### src/rtl/mem_port_arbiter.sv
// Two-requester round-robin arbiter and sequencer for a single-port SRAM.
// After reset an optional sweep zero-fills the array; read data is routed back by tag.
module mem_port_arbiter #(
    parameter int ADDR_W     = 10,
    parameter int DATA_W     = 16,
    parameter int RD_LATENCY = 1,
    parameter int INIT_CLEAR = 1
) (
    input  logic                  clock,
    input  logic                  reset_n,
    input  logic [1:0]            req_valid,
    input  logic [1:0]            req_write,
    input  logic [2*ADDR_W-1:0]   req_addr,
    input  logic [2*DATA_W-1:0]   req_wdata,
    output logic [1:0]            req_ready,
    output logic [1:0]            rsp_valid,
    output logic [DATA_W-1:0]     rsp_data,
    output logic                  init_done,
    output logic                  mem_chip_en,
    output logic                  mem_wr_en,
    output logic                  mem_rd_en,
    output logic [ADDR_W-1:0]     mem_addr,
    output logic [DATA_W-1:0]     mem_wr_data,
    input  logic [DATA_W-1:0]     mem_rd_data
);

    typedef enum logic {ST_INIT, ST_RUN} state_t;

    localparam state_t           RESET_STATE = (INIT_CLEAR != 0) ? ST_INIT : ST_RUN;
    localparam logic [ADDR_W-1:0] LAST_ADDR  = {ADDR_W{1'b1}};

    state_t              state_r, state_next_s;
    logic [ADDR_W-1:0]   sweep_cnt_r;
    logic                ptr_r;
    logic                init_done_r;
    logic [1:0]          tag_r [RD_LATENCY];
    logic [ADDR_W-1:0]   addr_hold_r;
    logic [DATA_W-1:0]   wdata_hold_r;

    logic [1:0]          valid_s;
    logic [1:0]          grant_s;
    logic                granted_s;
    logic                gnt_id_s;
    logic                gnt_write_s;
    logic [ADDR_W-1:0]   gnt_addr_s;
    logic [DATA_W-1:0]   gnt_wdata_s;
    logic                chip_en_s, wr_en_s, rd_en_s;
    logic [ADDR_W-1:0]   addr_s;
    logic [DATA_W-1:0]   wr_data_s;
    logic [1:0]          rsp_tag_s;
    logic [1:0]          rsp_valid_s;
    logic [DATA_W-1:0]   rsp_data_s;

    // Next-state: the sweep ends once the last address has been written.
    always_comb begin
        state_next_s = state_r;
        case (state_r)
            ST_INIT: begin
                if (sweep_cnt_r == LAST_ADDR) begin
                    state_next_s = ST_RUN;
                end else begin
                    state_next_s = ST_INIT;
                end
            end
            ST_RUN:  state_next_s = ST_RUN;
            default: state_next_s = RESET_STATE;
        endcase
    end

    // Round-robin grant; only requests seen in RUN outside reset are eligible.
    always_comb begin
        valid_s = req_valid & {2{(state_r == ST_RUN) & reset_n}};
        grant_s = 2'b00;
        case (valid_s)
            2'b01:   grant_s = 2'b01;
            2'b10:   grant_s = 2'b10;
            2'b11:   grant_s = ptr_r ? 2'b10 : 2'b01;
            default: grant_s = 2'b00;
        endcase
        granted_s   = |grant_s;
        gnt_id_s    = grant_s[1];
        gnt_write_s = gnt_id_s ? req_write[1] : req_write[0];
        gnt_addr_s  = gnt_id_s ? req_addr[2*ADDR_W-1:ADDR_W] : req_addr[ADDR_W-1:0];
        gnt_wdata_s = gnt_id_s ? req_wdata[2*DATA_W-1:DATA_W] : req_wdata[DATA_W-1:0];
    end

    // Memory pin drive; address and write data hold their last value when idle.
    always_comb begin
        chip_en_s = 1'b0;
        wr_en_s   = 1'b0;
        rd_en_s   = 1'b0;
        addr_s    = addr_hold_r;
        wr_data_s = wdata_hold_r;
        if (!reset_n) begin
            addr_s    = {ADDR_W{1'b0}};
            wr_data_s = {DATA_W{1'b0}};
        end else if (state_r == ST_INIT) begin
            chip_en_s = 1'b1;
            wr_en_s   = 1'b1;
            addr_s    = sweep_cnt_r;
            wr_data_s = {DATA_W{1'b0}};
        end else if (granted_s) begin
            chip_en_s = 1'b1;
            addr_s    = gnt_addr_s;
            if (gnt_write_s) begin
                wr_en_s   = 1'b1;
                wr_data_s = gnt_wdata_s;
            end else begin
                rd_en_s   = 1'b1;
            end
        end else begin
            chip_en_s = 1'b0;
        end
    end

    // Control state: FSM, sweep counter, priority pointer, init flag, pin hold.
    always_ff @(posedge clock) begin
        if (!reset_n) begin
            state_r      <= RESET_STATE;
            sweep_cnt_r  <= {ADDR_W{1'b0}};
            ptr_r        <= 1'b0;
            init_done_r  <= (INIT_CLEAR == 0) ? 1'b1 : 1'b0;
            addr_hold_r  <= {ADDR_W{1'b0}};
            wdata_hold_r <= {DATA_W{1'b0}};
        end else begin
            state_r <= state_next_s;
            if (state_r == ST_INIT && sweep_cnt_r != LAST_ADDR) begin
                sweep_cnt_r <= sweep_cnt_r + ADDR_W'(1);
            end
            if (state_r == ST_INIT && sweep_cnt_r == LAST_ADDR) begin
                init_done_r <= 1'b1;
            end
            if (grant_s[0]) begin
                ptr_r <= 1'b1;
            end else if (grant_s[1]) begin
                ptr_r <= 1'b0;
            end
            addr_hold_r  <= addr_s;
            wdata_hold_r <= wr_data_s;
        end
    end

    // Response tag pipeline: {read valid, requester id}, aligned to the read latency.
    always_ff @(posedge clock) begin
        if (!reset_n) begin
            for (int k = 0; k < RD_LATENCY; k++) begin
                tag_r[k] <= 2'b00;
            end
        end else begin
            tag_r[0] <= {granted_s & ~gnt_write_s, gnt_id_s};
            for (int k = 1; k < RD_LATENCY; k++) begin
                tag_r[k] <= tag_r[k-1];
            end
        end
    end

    // Response decode; data bus is forced to zero when no response is due.
    always_comb begin
        rsp_tag_s = tag_r[RD_LATENCY-1];
        if (reset_n && rsp_tag_s[1]) begin
            rsp_valid_s = rsp_tag_s[0] ? 2'b10 : 2'b01;
            rsp_data_s  = mem_rd_data;
        end else begin
            rsp_valid_s = 2'b00;
            rsp_data_s  = {DATA_W{1'b0}};
        end
    end

    assign req_ready   = grant_s;
    assign rsp_valid   = rsp_valid_s;
    assign rsp_data    = rsp_data_s;
    assign init_done   = init_done_r;
    assign mem_chip_en = chip_en_s;
    assign mem_wr_en   = wr_en_s;
    assign mem_rd_en   = rd_en_s;
    assign mem_addr    = addr_s;
    assign mem_wr_data = wr_data_s;

endmodule

### config.mk
export PLATFORM = sky130hd
export DESIGN_NAME = mem_port_arbiter
export DESIGN_NICKNAME = d
export VERILOG_FILES = /design/src/rtl/mem_port_arbiter.sv
export SDC_FILE = /design/constraint.sdc
export NUM_CORES = 1
export LEC_CHECK = 0
export ABC_AREA = 1
export BUFFER_PORTS_ARGS = -buffer_cell sky130_fd_sc_hd__buf_2
export CAP_MARGIN = 20
export CORE_MARGIN = 3
export CORE_UTILIZATION = 43
export DETAILED_ROUTE_END_ITERATION = 12
export GPL_TIMING_DRIVEN = 0
export PLACE_DENSITY = 0.76
export SYNTH_ARGS = -nofsm -noshare
export SYNTH_HDL_FRONTEND = slang
export SYNTH_SLANG_ARGS = --single-unit
### constraint.sdc
create_clock -name clock -period 1.9 [get_ports clock]
set_clock_uncertainty 0.05 [all_clocks]
set_input_delay 0.19 -clock clock [delete_from_list [all_inputs] [get_ports clock]]
set_output_delay 0.19 -clock clock [all_outputs]
set_load 0.01 [all_outputs]
==> results of run 1 <==
==> area by class of cell <==
type	instances	share of cell area, %
Multi-Input combinational cell	307	40.0
Inverter	74	7.98
Clock buffer	7	2.74
Timing Repair Buffer	134	20.1
Tap cell	72	2.56
Clock inverter	1	0.142
Sequential cell	41	23.5
Buffer	15	2.99
==> worst reg2reg max path: stages (launching register included) <==
cell,delay [ps]
dfxtp_4,370
buf_4,150
inv_1,190
nand2_1,140
nor3_1,440
nand2_1,90
nand2_1,70
nand2_1,40
nor2_1,100
==> flip-flops by register name (all words and copies together) (netlist names) <==
signal and cells:
wdata_hold_r 16, addr_hold_r 10, ptr_r 1, tag_r 2, init_done 1, state_r 1, sweep_cnt_r 10
==> per-stage QoR <==
step	instance area, um^2	util, %	instances	TNS, ps
2_1_floorplan	2540	-	437	0
3_3_place_gp	3240	57.8	632	-32.8
3_5_place_dp	3240	57.8	632	-246
4_1_cts	3450	61.6	649	-1380
5_1_grt	3510	62.7	651	-4510
6_report	3510	62.7	651	-982
==> power groups by stage <==
stage                     Combinational [mW]  Sequential (mW)  Clock [mW]
after detailed placement               0.158            0.894           0
final                                  0.164            0.872       0.631
after global placement                 0.154            0.893           0
after CTS                              0.162            0.872       0.641
after floorplan                       0.0647            0.892           0
after global routing                   0.185            0.874       0.666
==> Yosys cell counts <==
library cell / number / area [um^2]
o21bai_2: 7 / 78.8
dfxtp_1: 41 / 821
xor2_1: 1 / 8.76
nand3_4: 1 / 17.5
nor2_1: 91 / 342
nor3_1: 1 / 5.00
inv_1: 72 / 270
nand2_2: 3 / 18.8
buf_6: 2 / 22.5
nand2_4: 1 / 11.3
nor2_4: 1 / 11.3
inv_2: 2 / 7.51
a31oi_1: 2 / 12.5
buf_2: 2 / 10.0
clkbuf_1: 8 / 30.0
xnor2_1: 1 / 8.76
and2_1: 1 / 6.26
buf_4: 3 / 22.5
ha_1: 1 / 12.5
o21ai_0: 23 / 115
a21oi_1: 11 / 55.1
nand2_1: 131 / 492
nand3_1: 30 / 150
o21bai_1: 1 / 7.51
==> worst min-delay path by stage <==
| stage | from | end | cells past startpoint | slack (ps) |
|---|---|---|---|---|
| 5_1_grt | req_wdata[28] | wdata_hold_r[12] | 5 | 200 |
| 6_report | req_wdata[26] | wdata_hold_r[10] | 5 | 170 |
| 3_5_place_dp | init_done | init_done | 2 | 400 |
| 2_1_floorplan | req_valid[1] | ptr_r | 3 | 350 |
| 4_1_cts | req_wdata[30] | wdata_hold_r[14] | 5 | 160 |
| 3_3_place_gp | init_done | init_done | 2 | 410 |
==> cells in the final DEF, fill, tap and decap left out, types with 2 or more instances in the layout <==
cell type  count
o21ai_0       15
clkbuf_8       7
buf_4          9
dfxtp_1       40
nand2_4        4
nor2_1        83
nand2_1      125
nand2_2        6
clkbuf_1       6
buf_2        125
o21ai_1        7
nor2_2         8
a21oi_1       11
o21bai_2       7
nand3_1       30
inv_1         72
a31oi_1        2
buf_6          6
==> metal layers <==
metal | global-route usage, % | vias to the layer above
met1 | 25.8 | 1291
met2 | 36.9 | 70
met3 | 3.97 | 11
met5 | 0 | -
met4 | 6.39 | 0
li1 | - | 1593
==> timing repair <==
action	in CTS	in global routing
gates resized for setup	18	21
pin swaps	4	8
setup endpoints to repair	30	37
gates cloned	1	0
buffers inserted	8	3
==> cell families after synthesis <==
group	synth area share (%)
simple gates	41.5
buf+inv	14.3
flops	32.4
fa+ha+maj	0.493
xor+xnor	0.691
compound gates	10.6
==> impl_metrics.py, run 1 <==
metrics = {
    "clocking": {
        "clk-insertion-delay-late_ps": 290,
        "cts_max_level": 2,
        "postCtsHoldBufs": 0,
        "cts_tree": "done",
        "cts.sinks": 41,
        "clk_pin_slew_ps": 80,
        "cts_made_buffers": 5,
        "root_buffer": "clkbuf_8",
        "cts_buffer_depth": 2,
    },
    "power_and_ir_drop": {
        "p_total_mw": 1.67,
        "clkPwrFrac_pct": 37.8,
        "power_frac_seq_pct": 52.3,
        "power_per_cell_area_nw_per_um2": 475,
        "p_int_mw": 1.28,
        "comb_power_share_pct": 9.8,
        "cellLeakagePower_nw": 2.02,
        "ir_drop_v": 0.000355,
        "p_sw_mw": 0.390,
        "switching_share_pct": 23.4,
    },
    "timing": {
        "rsz0062_at_grt": "true",
        "hold_ws_ps": 167,
        "hold_viol": 0,
        "layout_min_cycle_time_ps": 1980,
        "timing.fmax_mhz": 506,
        "fin_ws_ps": -75.0,
        "maxSlewViolCount": 0,
        "fin_crit_sh_pct": 104,
        "slew_headroom_pct": 69.1,
        "worst_slew_pin_slew_ps": 461,
        "setup_viol": 25,
    },
    "global_route": {
        "gr-total-overflow": 0,
        "grt_pass1_vias": 2733,
        "grt_first_pass_wirelength_mm": 12.1,
        "grt_use_total_pct": 21.0,
        "grt_max_degree": 13,
        "antenna_found_initial": 0,
    },
    "setup_path": {
        "r2r_slack_ps": 200,
        "worst-path-buf-inv": 2,
        "worstPathMaxFanout": 7,
        "worst-endpoint-required_ps": 1660,
        "critPathSlowestCell": "dfxtp_4",
        "r2r_end": "sweep_cnt_r[9]",
        "path_common_cell": "nand2_4",
        "path_depth": 10,
        "rr_worst_depth": 8,
        "crit_arrival_ps": 1740,
        "cp-startpoint": "state_r",
        "rr_startpoint": "state_r",
        "endpoint_kind": "primary output",
        "endpoint": "mem_wr_data[6]",
        "slowest_delay_ps": 380,
        "cp_top_family": "simple AND/OR/NAND/NOR gates",
        "crit_type": "flop to primary output",
        "worstPathCellList": "nand2_4, nor2_4, nand2_4, nand2_4, nand3_4, buf_6, nand2_1, nand2_1, nor2_1, buf_2",
        "critPathLaunchType": "flop",
    },
    "detailed_routing": {
        "dr_total_vias": 2965,
        "wl_met2_mm": 3.66,
        "wl_met1_mm": 3.39,
        "drtAntennaViolNets": 0,
        "wire_per_inst_um": 11.6,
        "vias_per_cell": 4.55,
        "drt_wl_total_mm": 7.55,
        "drc_errors": 0,
        "first_pass_iters": 4,
        "maxUsedRoutingLayer": "met4",
        "wl_met3_um": 388,
        "drt_iter0_drc": 168,
    },
    "floorplanning": {
        "start_util_pct": 45.2,
        "row_count": 27,
        "core_area_um2": 5610,
        "dieHeight_um": 82.8,
        "dieWidth_um": 82.8,
        "dieArea_um2": 6860,
        "top_level_ports": 124,
    },
    "placed_design": {
        "port_buffers": 123,
        "dp_slack_ps": -74.6,
        "dp_hpwl_mm": 5.74,
        "gp_congestion": 0.842,
    },
    "logic_synthesis": {
        "yosys_warnings": 0,
        "ys_types": 24,
        "synth.cell_area_um2": 2540,
        "syn-num-nets": 512,
        "syn_area_per_cell_um2": 5.80,
        "synth_cells": 437,
        "seq_area_frac_synth_pct": 32.4,
        "ys_seq_elements": 41,
    },
    "layout": {
        "nets": 653,
        "final-seq-area_um2": 825,
        "drive_gt1_share_pct": 31.4,
        "area_growth_pct": 38.5,
        "num_antenna_cells": 0,
        "multi_input_area_um2": 1410,
        "nFillCells": 579,
    },
    "run_status": {
        "violations": "setup timing",
        "outcome": "finished, violations left",
    },
    "worst_hold_path": {
        "worstHoldPathType": "primary input to flop",
    },
    "job": {
        "cap_violations": 0,
    },
}
Note: power is estimated with default switching activity, not from simulation.
==> run 2, diff against run 1 <==
==> config.mk (replaced) <==
export PLATFORM = sky130hd
export DESIGN_NAME = mem_port_arbiter
export DESIGN_NICKNAME = d
export VERILOG_FILES = /design/src/rtl/mem_port_arbiter.sv
export SDC_FILE = /design/constraint.sdc
export NUM_CORES = 1
export LEC_CHECK = 0
export ABC_AREA = 1
export CAP_MARGIN = 20
export CELL_PAD_IN_SITES_DETAIL_PLACEMENT = 1
export CELL_PAD_IN_SITES_GLOBAL_PLACEMENT = 2
export CORE_MARGIN = 3
export CORE_UTILIZATION = 30
export DETAILED_ROUTE_END_ITERATION = 12
export DONT_BUFFER_PORTS = 1
export GPL_TIMING_DRIVEN = 1
export PLACE_DENSITY_LB_ADDON = 0.1
export SYNTH_ARGS = -nofsm -noshare
export SYNTH_HDL_FRONTEND = slang
export SYNTH_SLANG_ARGS = --single-unit
==> run 2 against run 1 <==
Effect of this change: the flow now finishes without violations; clock power down 10%; highest routed layer unchanged; largest cell class unchanged; critical path depth down 1; final cell count down 15%; non-clock buffer count down 125; largest power group unchanged; worst hold slack worse by 77 ps.
==> impl_metrics.py, run 2 (synthesis gave the netlist of run 1 again) <==
metrics = {
    "clocking": {
        "root_buffer": "clkbuf_8",
        "clk_pin_slew_ps": 80,
        "cts.sinks": 41,
        "cts_tree": "done",
        "clk-insertion-delay-late_ps": 300,
        "cts_buffer_depth": 2,
        "cts_max_level": 2,
        "cts_made_buffers": 5,
    },
    "setup_path": {
        "slowest_delay_ps": 380,
        "rr_worst_depth": 8,
        "cp-startpoint": "state_r",
        "crit_arrival_ps": 1640,
        "rr_startpoint": "sweep_cnt_r[0]",
        "worstPathMaxFanout": 12,
        "critPathSlowestCell": "dfxtp_4",
        "endpoint_kind": "primary output",
        "worstPathCellList": "nand2_4, nor2_4, nand2_4, buf_4, nand2_1, nand3_1, nand2_1, o21ai_0, buf_4",
        "r2r_end": "sweep_cnt_r[1]",
        "path_depth": 9,
        "r2r_slack_ps": 360,
        "critPathLaunchType": "flop",
        "cp_top_family": "simple AND/OR/NAND/NOR gates",
        "endpoint": "mem_addr[5]",
        "worst-path-buf-inv": 2,
        "worst-endpoint-required_ps": 1660,
        "crit_type": "flop to primary output",
    },
    "power_and_ir_drop": {
        "cellLeakagePower_nw": 1.47,
        "power_per_cell_area_nw_per_um2": 507,
        "comb_power_share_pct": 6.1,
        "clkPwrFrac_pct": 36.9,
        "p_sw_mw": 0.375,
        "power_frac_seq_pct": 57.0,
        "ir_drop_v": 0.000214,
        "p_int_mw": 1.15,
        "switching_share_pct": 24.5,
    },
    "placed_design": {
        "gp_congestion": 0.747,
        "port_buffers": 0,
        "dp_hpwl_mm": 6.05,
        "place_area_um2": 2740,
        "dp_slack_ps": 151,
        "dpl.cell_count": 544,
    },
    "layout": {
        "fin_cells": 556,
        "area_growth_pct": 18.9,
        "largestRegisters": "wdata_hold_r (16), addr_hold_r (10), sweep_cnt_r (10)",
        "fin_area_um2": 3020,
        "largest_reg_flops": 16,
        "final_cell_mix": "124 x nand2_1, 72 x inv_1, 71 x nor2_1, 40 x dfxtp_1, 29 x nand3_1",
        "top_register": "wdata_hold_r",
        "layout_commonest_cell": "nand2_1",
        "num_antenna_cells": 0,
        "nFillCells": 1117,
        "nets": 528,
        "drive_gt1_share_pct": 17.8,
        "fin_util_pct": 37.8,
    },
    "timing": {
        "rsz0062_at_grt": "true",
        "layout_min_cycle_time_ps": 1880,
        "slew_headroom_pct": 62.7,
        "setup_viol": 0,
        "hold_ws_ps": 89.2,
        "hold_viol": 0,
        "timing.fmax_mhz": 532,
        "fin_crit_sh_pct": 99.0,
        "maxSlewViolCount": 0,
        "fin_ws_ps": 19.4,
        "worst_slew_pin_slew_ps": 558,
    },
    "detailed_routing": {
        "drc_errors": 0,
        "drt_iter0_drc": 53,
        "dr_total_vias": 2580,
        "wire_per_inst_um": 13.9,
        "drtAntennaViolNets": 0,
        "drt_wl_total_mm": 7.71,
        "vias_per_cell": 4.64,
        "first_pass_iters": 4,
    },
    "run_status": {
        "outcome": "complete, no violations",
    },
    "job": {
        "cap_violations": 0,
    },
    "floorplanning": {
        "start_util_pct": 31.8,
        "dieWidth_um": 97.9,
        "row_count": 32,
        "dieArea_um2": 9590,
        "top_level_ports": 124,
        "core_area_um2": 7970,
        "dieHeight_um": 97.9,
    },
    "global_route": {
        "grt_pass1_vias": 2595,
        "grt_first_pass_wirelength_mm": 12.6,
        "grt_max_degree": 25,
        "antenna_found_initial": 0,
        "grt_use_total_pct": 15.9,
        "gr-total-overflow": 0,
    },
    "worst_hold_path": {
        "min_from": "req_valid[1]",
        "worstHoldPathType": "primary input to flop",
    },
}
-- run 2: changes by cell type in the layout (fill, tap and decap cells not counted), moves of 4 or more --
cell	delta
nor2_1	-12
nor2_4	+4
buf_4	+10
buf_6	-5
buf_2	-125
clkbuf_1	-5
nor2_2	+8
-- run 2: how the worst min path moves through the flow --
| stage | end | slack, ps | cells past startpoint |
|---|---|---|---|
| 4_1_cts | ptr_r | 80 | 3 |
| 6_report | ptr_r | 90 | 3 |
| 3_3_place_gp | sweep_cnt_r[8] | 260 | 2 |
| 5_1_grt | ptr_r | 110 | 3 |
| 2_1_floorplan | ptr_r | 350 | 3 |
| 3_5_place_dp | sweep_cnt_r[7] | 270 | 2 |
-- run 2: power groups by stage --
stage	Sequential, mW	Clock (mW)	Combinational, mW
after floorplan	0.892	0	0.0647
after global placement	0.894	0	0.0833
after detailed placement	0.894	0	0.0846
after CTS	0.872	0.597	0.0906
after global routing	0.874	0.633	0.109
final	0.872	0.565	0.0929
-- run 2: through the flow --
stage          total power, mW  TNS (ps)
2_1_floorplan            0.957         0
3_3_place_gp             0.977         0
3_5_place_dp             0.979         0
4_1_cts                   1.56     -5.60
5_1_grt                   1.62     -1160
6_report                  1.53         0
-- run 2: worst min-delay path, delay by kind of cell --
kind / cells / cell delay (ps)
simple gates: 2 / 130
compound gates: 1 / 70
-- run 2: layout make-up --
class	instances	area, um^2	area share (%)
inverters	74	280	9.29
multi-input cells	307	1480	49.1
flip-flops and latches	41	825	27.3
repair buffers	24	219	7.26
well taps	102	128	4.23
clock buffers	6	72.6	2.41
clock inverters	2	10.0	0.332
-- run 2: routing by layer --
layer / routed length [um] / vias to the layer above / GRT usage (%)
li1: - / 1342 / -
met1: 3680 / 1152 / 21.0
met2: 3450 / 80 / 26.0
met3: 512 / 6 / 4.29
met4: 59 / 0 / 3.19
met5: 0 / - / 0
-- run 2: timing repair --
item	4_1_cts	5_1_grt
endpoints found under the setup margin	23	27
hold endpoints to repair	9	0
buffers inserted	1	2
pin swaps	1	3
cloned	0	0
resized for setup	29	27
hold buffers	1	0
==> run 3, diff against run 2 <==
==> constraint.sdc (replaced) <==
create_clock -name clock -period 2.1 [get_ports clock]
set_clock_uncertainty 0.05 [all_clocks]
set_input_delay 0.21 -clock clock [delete_from_list [all_inputs] [get_ports clock]]
set_output_delay 0.21 -clock clock [all_outputs]
set_load 0.02 [all_outputs]
==> run 3 against run 2 <==
Effect of this change: combinational power grew 2.2%; non-clock buffer count grew 28; highest routed layer unchanged; flip-flop and latch count is the same; core utilization grew 4.2 points.
==> impl_metrics.py, run 3 (synthesis gave the netlist of run 1 again) <==
metrics = {
    "run_status": {
        "outcome": "complete, no violations",
    },
    "detailed_routing": {
        "drt_wl_total_mm": 8.34,
        "vias_per_cell": 4.67,
        "first_pass_iters": 4,
        "drtAntennaViolNets": 0,
        "drt_iter0_drc": 41,
        "drc_errors": 0,
        "wire_per_inst_um": 14.2,
        "dr_total_vias": 2742,
    },
    "global_route": {
        "grt_max_degree": 19,
        "use_met3_pct": 5.07,
        "grtUsageMet1_pct": 22.1,
        "grt_first_pass_wirelength_mm": 13.5,
        "gr-total-overflow": 0,
        "antenna_found_initial": 0,
        "use_met2_pct": 28.0,
        "grt_pass1_vias": 2802,
        "grt_use_total_pct": 17.2,
        "top_usage_layer": "met2",
    },
    "layout": {
        "nets": 559,
        "fin_cells": 587,
        "top_register": "wdata_hold_r",
        "final_cell_mix": "118 x nand2_1, 83 x nor2_1, 71 x inv_1, 41 x buf_4, 40 x dfxtp_1",
        "layout_commonest_cell": "nand2_1",
        "largestRegisters": "wdata_hold_r (16), addr_hold_r (10), sweep_cnt_r (10)",
        "largest_reg_flops": 16,
        "nFillCells": 1088,
        "area_growth_pct": 32.2,
        "num_antenna_cells": 0,
        "drive_gt1_share_pct": 21.9,
    },
    "power_and_ir_drop": {
        "comb_power_share_pct": 6.0,
        "p_int_mw": 1.20,
        "p_sw_mw": 0.369,
        "clkPwrFrac_pct": 43.7,
        "power_per_cell_area_nw_per_um2": 469,
        "p_total_mw": 1.57,
        "switching_share_pct": 23.4,
        "ir_drop_v": 0.000305,
        "power_frac_seq_pct": 50.2,
        "cellLeakagePower_nw": 1.63,
    },
    "floorplanning": {
        "dieWidth_um": 97.9,
        "core_area_um2": 7970,
        "top_level_ports": 124,
        "row_count": 32,
        "dieArea_um2": 9590,
        "dieHeight_um": 97.9,
        "start_util_pct": 31.8,
    },
    "setup_path": {
        "r2r_slack_ps": 340,
        "worst-path-buf-inv": 1,
        "rr_startpoint": "state_r",
        "worstPathMaxFanout": 8,
        "slowest_delay_ps": 380,
        "r2r_end": "sweep_cnt_r[9]",
        "worst-endpoint-required_ps": 1840,
        "critPathSlowestCell": "dfxtp_4",
        "rr_worst_depth": 8,
        "crit_arrival_ps": 1780,
        "endpoint_kind": "primary output",
        "crit_type": "flop to primary output",
        "worstPathCellList": "nand2_8, nor2_4, nand2_4, nand2_8, nand3_4, nand2_2, nand2_2, nor2_1, buf_4",
        "critPathLaunchType": "flop",
        "cp-startpoint": "state_r",
        "cp_top_family": "simple AND/OR/NAND/NOR gates",
    },
    "timing": {
        "hold_viol": 0,
        "maxSlewViolCount": 0,
        "fin_crit_sh_pct": 97.3,
        "fin_ws_ps": 55.8,
        "layout_min_cycle_time_ps": 2040,
        "worst_slew_pin_slew_ps": 561,
        "rsz0062_at_grt": "true",
        "slew_headroom_pct": 62.5,
        "timing.fmax_mhz": 489,
        "setup_viol": 0,
    },
    "clocking": {
        "clk-insertion-delay-late_ps": 300,
        "cts_buffer_depth": 2,
        "cts_tree": "done",
        "cts_made_buffers": 5,
        "clk_pin_slew_ps": 90,
        "root_buffer": "clkbuf_8",
        "cts.sinks": 41,
        "cts_max_level": 2,
    },
    "placed_design": {
        "dpl.cell_count": 565,
        "dp_hpwl_mm": 6.16,
        "dp_slack_ps": 87.0,
        "port_buffers": 0,
        "gp_congestion": 0.760,
    },
    "worst_hold_path": {
        "min_to": "sweep_cnt_r[2]",
        "worstHoldPathType": "primary input to flop",
        "min_path_cells": 2,
        "min_from": "reset_n",
    },
    "job": {
        "cap_violations": 0,
    },
}
-- run 3: changes by cell type in the layout (fill, tap and decap cells not counted), sizes merged --
cell,delta
clkinvlp,+1
nand3,+3
bufinv,+1
buf,+28
clkinv,-2
-- run 3: how the worst max path moves through the flow --
stage | endpoint | cells past startpoint
after floorplan | mem_addr[1] | 7
after global placement | mem_wr_data[6] | 9
after detailed placement | mem_wr_data[8] | 8
after CTS | mem_addr[6] | 9
after global routing | mem_addr[8] | 11
final | mem_wr_data[13] | 9
-- run 3: repair_timing --
action | in CTS | in global routing
cloned | 3 | 0
buffers inserted | 5 | 5
pin swaps | 2 | 15
endpoints found under the setup margin | 23 | 27
resized for setup | 15 | 46
endpoints found under the hold margin | 7 | 0
hold buffers | 1 | 0
-- run 3: per-stage QoR --
step                hold WS, ps  area, um^2  TNS, ps  utilization, %
CTS                        11.5        3150        0            39.6
finish                     19.4        3350        0            42.1
global route               6.18        3350    -1120            42.1
floorplan                   370        2540        0               -
detailed placement          290        2890        0            36.2
global placement            284        2890        0            36.2
-- run 3: cell type report --
cell class / instances / area (um^2) / area share [%]
well taps: 102 / 128 / 3.81
clock inverters: 2 / 37.5 / 1.12
clock buffers: 6 / 82.6 / 2.46
multi-input cells: 310 / 1560 / 46.6
repair buffers: 52 / 434 / 12.9
inverters: 74 / 285 / 8.51
flip-flops and latches: 41 / 825 / 24.6
-- run 3: metal layers --
metal / share of wire (%) / routed length (um)
met3: 6.5 / 541
met2: 46 / 3880
met1: 45 / 3780
met5: 0 / 0
met4: 1.7 / 141
-- run 3: power by group through the flow --
stage / clock network (mW) / registers, mW / logic, mW
2_1_floorplan: 0 / 0.807 / 0.0626
3_3_place_gp: 0 / 0.809 / 0.0803
3_5_place_dp: 0 / 0.810 / 0.0828
4_1_cts: 0.699 / 0.791 / 0.0930
5_1_grt: 0.743 / 0.791 / 0.109
6_report: 0.687 / 0.790 / 0.0949
